$ cat src/rtl/sbox_share_ctrl.sv
`default_nettype none
// ============================================================================
// sbox_share_ctrl : four shared AES S-boxes arbitrated between a column-serial
// SubBytes requester and a key-schedule SubWord requester.
// Revision 1.0
// ============================================================================

module sbox (
  input  logic [7:0] in_i,
  output logic [7:0] out_o
);

  function automatic logic [7:0] gf_mul(input logic [7:0] a, input logic [7:0] b);
    logic [7:0] p;
    logic [7:0] x;
    p = 8'h00;
    x = a;
    for (int i = 0; i < 8; i++) begin
      if (b[i]) p = p ^ x;
      x = {x[6:0], 1'b0} ^ (x[7] ? 8'h1b : 8'h00);
    end
    return p;
  endfunction

  // Inverse as a^254 (maps 0 to 0), followed by the AES affine transform.
  function automatic logic [7:0] sub_byte(input logic [7:0] a);
    logic [7:0] r;
    logic [7:0] sq;
    r  = 8'h01;
    sq = a;
    for (int i = 1; i < 8; i++) begin
      sq = gf_mul(sq, sq);
      r  = gf_mul(r, sq);
    end
    return r ^ {r[6:0], r[7]} ^ {r[5:0], r[7:6]} ^ {r[4:0], r[7:5]}
             ^ {r[3:0], r[7:4]} ^ 8'h63;
  endfunction

  assign out_o = sub_byte(in_i);

endmodule

module sbox_share_ctrl #(
  parameter int COLS_PER_BEAT = 1
) (
  input  logic         clk,
  input  logic         rst_n,
  input  logic         st_req,
  input  logic [127:0] st_in,
  output logic         st_ack,
  output logic [127:0] st_out,
  output logic         st_done,
  input  logic         kw_req,
  input  logic [31:0]  kw_in,
  output logic         kw_ack,
  output logic [31:0]  kw_out,
  output logic         kw_done,
  output logic         busy
);

  localparam int COL_W = 32 * COLS_PER_BEAT;

  typedef enum logic [2:0] {
    IDLE = 3'd0,
    S0   = 3'd1,
    S1   = 3'd2,
    S2   = 3'd3,
    S3   = 3'd4,
    W    = 3'd5
  } state_t;

  state_t       state_q;
  logic         last_kw_q;
  logic [127:0] st_buf_q;
  logic [127:0] st_out_q;
  logic [31:0]  kw_buf_q;
  logic [31:0]  kw_out_q;
  logic         st_ack_q;
  logic         st_done_q;
  logic         kw_ack_q;
  logic         kw_done_q;
  logic         busy_q;

  logic [COL_W-1:0] w_sbox_in;
  logic [COL_W-1:0] w_sbox_out;

  always_comb begin
    w_sbox_in = kw_buf_q;
    case (state_q)
      S0:      w_sbox_in = st_buf_q[127:96];
      S1:      w_sbox_in = st_buf_q[95:64];
      S2:      w_sbox_in = st_buf_q[63:32];
      S3:      w_sbox_in = st_buf_q[31:0];
      default: w_sbox_in = kw_buf_q;
    endcase
  end

  for (genvar i = 0; i < COL_W / 8; i++) begin : g_sbox
    sbox u_sbox (
      .in_i  (w_sbox_in[8*i +: 8]),
      .out_o (w_sbox_out[8*i +: 8])
    );
  end

  always_ff @(posedge clk or negedge rst_n) begin
    if (!rst_n) begin
      state_q   <= IDLE;
      last_kw_q <= 1'b0;
      st_buf_q  <= '0;
      st_out_q  <= '0;
      kw_buf_q  <= '0;
      kw_out_q  <= '0;
      st_ack_q  <= 1'b0;
      st_done_q <= 1'b0;
      kw_ack_q  <= 1'b0;
      kw_done_q <= 1'b0;
      busy_q    <= 1'b0;
    end else begin
      st_ack_q  <= 1'b0;
      st_done_q <= 1'b0;
      kw_ack_q  <= 1'b0;
      kw_done_q <= 1'b0;
      case (state_q)
        IDLE: begin
          // On a tie the requester that did not win last time goes first.
          if (st_req && (!kw_req || last_kw_q)) begin
            st_buf_q  <= st_in;
            st_ack_q  <= 1'b1;
            last_kw_q <= 1'b0;
            busy_q    <= 1'b1;
            state_q   <= S0;
          end else if (kw_req) begin
            kw_buf_q  <= kw_in;
            kw_ack_q  <= 1'b1;
            last_kw_q <= 1'b1;
            busy_q    <= 1'b1;
            state_q   <= W;
          end
        end
        S0: begin
          st_out_q[127:96] <= w_sbox_out;
          state_q          <= S1;
        end
        S1: begin
          st_out_q[95:64] <= w_sbox_out;
          state_q         <= S2;
        end
        S2: begin
          st_out_q[63:32] <= w_sbox_out;
          state_q         <= S3;
        end
        S3: begin
          st_out_q[31:0] <= w_sbox_out;
          st_done_q      <= 1'b1;
          busy_q         <= 1'b0;
          state_q        <= IDLE;
        end
        W: begin
          kw_out_q  <= w_sbox_out;
          kw_done_q <= 1'b1;
          busy_q    <= 1'b0;
          state_q   <= IDLE;
        end
        default: begin
          busy_q  <= 1'b0;
          state_q <= IDLE;
        end
      endcase
    end
  end

  assign st_ack  = st_ack_q;
  assign st_out  = st_out_q;
  assign st_done = st_done_q;
  assign kw_ack  = kw_ack_q;
  assign kw_out  = kw_out_q;
  assign kw_done = kw_done_q;
  assign busy    = busy_q;

endmodule
`default_nettype wire

$ cat config.mk
export PLATFORM = sky130hd
export DESIGN_NAME = sbox_share_ctrl
export DESIGN_NICKNAME = d
export VERILOG_FILES = /design/src/rtl/sbox_share_ctrl.sv
export SDC_FILE = /design/constraint.sdc
export NUM_CORES = 2
export LEC_CHECK = 0
export BUFFER_PORTS_ARGS = -buffer_cell sky130_fd_sc_hd__buf_2
export CORE_MARGIN = 2
export CORE_UTILIZATION = 44
export DETAILED_ROUTE_END_ITERATION = 6
export PLACE_DENSITY = 0.58
export SETUP_SLACK_MARGIN = 0.2
export SLEW_MARGIN = 20
export SYNTH_ARGS = -nofsm -noshare
export SYNTH_HDL_FRONTEND = slang
export SYNTH_SLANG_ARGS = --single-unit
$ cat constraint.sdc
create_clock -name clk -period 40.7 [get_ports clk]
set_input_delay 0 -clock clk [delete_from_list [all_inputs] [get_ports clk]]
set_output_delay 0 -clock clk [all_outputs]
set_load 0.01 [all_outputs]
==> qor.txt <==
detailed-route wire length per cell = 20.7 µm
Clock transition at path regs = 0.07 ns
Worst Skew = 0.0433 ns
GR Util All Layers = 0.278
RR Endpoint = st_out[59]
worst r2r src = state_q[0]
critical path required time = 41.14 ns
Seq cells post-synth = 329
Hold Path Sink = st_buf_q[70]
largest net degree at the start of global routing = 84
final net count = 9890
Setup violations, final = 0
post-synthesis async set-or-reset flop share = 1.00
Vias = 70495
CTS tree = yes
Initial Util = 0.442
Die X = 413 µm
synthesized area = 0.0735 mm²
final wirelength = 247000 µm
Max Cap Viol = 0
sequential area share after synthesis = 0.112
Hold Crit Class = in -> reg
Period Utilization, post-route = 0.528
Finished Cell Area = 0.0806 mm²
Synth area leader = xnor2_1
Die ar. = 0.170 mm²
share of cells above drive strength 1 = 0.118
Setup crit end kind = flip-flop
drt via density = 5.91
maximum fanout along the worst path = 42
Syn Area/Cell = 7.72 µm²
Die H = 413 µm
Crit Path Category = reg -> reg
min Tclk post-route = 21.48 ns
first-pass GRT wire length = 386000 µm
TritonCTS Sinks = 329
Slew Viols, Final = 0
Gate Count Post-Synth = 9522
filler instances = 16279
crit path max-delay cell type = xnor3_1
drt drc = 1
RSZ-0062 raised after global routing = no
Synth top area share = 0.173
drt initial violations = 7045
Mapped Nets = 9714
CTS Buf Count = 40
CTS Buffer Depth = 3
row cnt = 150
WP data arrival = 21.92 ns
fmax = 46.5 MHz
H-Tree Depth = 2
GP Congestion = 0.925
number of global-route vias before repair = 66273
status = finished with violations
hold path startpoint = st_in[70]
failing checks = design-rule violations
cts repair resizes = 0
FF+latch area = 0.00824 mm²
synth warn = 0
startpoint types = flip-flop
Port Buf Inserts = 328
initial antenna violation count = 4
Rel. slew slack = 0.223
dpl cell area = 0.0776 mm²
Final Hold Viols = 0
unique cell type count in the Yosys netlist = 132
worst-skew pair later-pin latency = 0.63 ns
slew at the pin with the worst max-slew slack = 1.16 ns
first-pass iteration count of the detailed router = 7
EDFF count, synth = 0
grt ovf = 0
worst r2r path cells = 57
Layout area overhead = 9.70%
R2R Setup Slk = 19.22 ns
Largest stage delay, worst path = 0.86 ns
final antenna-violating net count = 0
I/O pin count = 329
number of instances on the worst hold path = 4
most used flip-flop cell after synthesis = dfrtp_1
multi-input logic area = 0.0626 mm²
setup TNS after final layout = 0 ns
core area = 0.166 mm²
Post-DP HPWL = 180000 µm
Root Buffer = clkbuf_16
Area contributors post-synth = xnor2_1 17%, dfrtp_1 11%, xnor3_1 10%
final cells by class:
class | instances | share of cell area
Antenna cell | 4 | 0.000124
Multi-Input combinational cell | 8467 | 0.776
Clock inverter | 21 | 0.00315
Sequential cell | 329 | 0.102
Inverter | 107 | 0.00501
Timing Repair Buffer | 753 | 0.0655
Clock buffer | 52 | 0.0135
Tap cell | 2204 | 0.0342
what timing repair did:
action	4_1_cts	5_1_grt
buffers inserted	0	0
hold buffers	166	0
endpoints found under the hold margin	232	0
cells by family after synthesis:
group,synth area share
and+or+nand+nor,0.218
xor gates and xnor gates,0.395
AOI/OAI and AO/OA,0.184
buffers and inverters,0.0430
DFF,0.112
muxes,0.0432
adders and majority gates,0.00490
per-stage QoR:
stage / utilization / std cells / hold WS (ns) / setup slack, ns
6_report: 0.484 / 11937 / 0.103 / 19.22
5_1_grt: 0.484 / 11936 / 0.115 / 17.68
4_1_cts: 0.484 / 11933 / 0.0808 / 19.25
3_5_place_dp: 0.466 / 11694 / 0.0393 / 19.35
3_3_place_gp: 0.466 / 11694 / 0.0329 / 19.62
2_1_floorplan: - / 9522 / -0.296 / 23.98
cells in the mapped netlist, drive strengths merged, types with 35 or more instances:
library cell,n
xnor3,378
xor3,47
nor3,227
o221ai,35
o22ai,136
xor2,427
nand4,42
nand3,231
nor4,53
mux2,51
a31oi,97
a211oi,110
o21ai,543
nand2b,93
dfrtp,329
buf,221
and3,65
nor2,1229
and2,67
a221oi,42
a21o,36
o31ai,41
or3,55
o211ai,90
clkbuf,398
a22oi,70
mux2i,245
or2,36
nand2,1452
xnor2,1583
inv,94
a21oi,426
worst max-delay path: cells and delay by family, from the launching register on:
kind	cells	cell delay [ns]
XOR/XNOR	20	9.09
multiplexers	3	0.85
AO/OA/AOI/OAI	15	3.89
flip-flops	1	0.73
buffers and inverters	6	2.43
adder cells (fa/ha/maj)	4	1.97
AND/OR/NAND/NOR	9	2.29
cell usage in the layout (no fill, tap or decap), drive strengths merged, types with 227 or more instances in the layout:
cell type and count:
a21oi 426, buf 588, dfrtp 329, mux2i 245
nand2 1452, nand3 231, nor2 1229, nor3 227
o21ai 543, xnor2 1583, xnor3 378, xor2 427
state kept, by name, indices dropped and copies added (netlist names):
register,cells
st_done,1
st_out,128
state_q,3
kw_buf_q,32
kw_out,32
last_kw_q,1
kw_ack,1
busy,1
kw_done,1
st_ack,1
st_buf_q,128
how the worst max path moves through the flow:
stage / startpoint / depth (start not counted) / slack [ns] / end
detailed placement: state_q[0] / 57 / 19.35 / st_out[59]
CTS: state_q[0] / 57 / 19.25 / st_out[59]
global placement: state_q[0] / 57 / 19.62 / st_out[59]
floorplan: state_q[2] / 70 / 23.98 / st_out[57]
finish: state_q[0] / 57 / 19.22 / st_out[59]
global route: state_q[1] / 63 / 17.68 / st_out[39]
routing by layer:
metal,wire length [µm],vias up,GRT usage,share of wire
met5,0,-,0,0
met4,4920,0,0.0610,0.020
met3,15700,327,0.0331,0.064
met2,115000,2493,0.460,0.47
met1,111000,34185,0.388,0.45
li1,-,33490,-,-
Power is left out: the tool's default activity adds up to more than one toggle a clock period on the data nets, which glitch-free logic cannot reach.
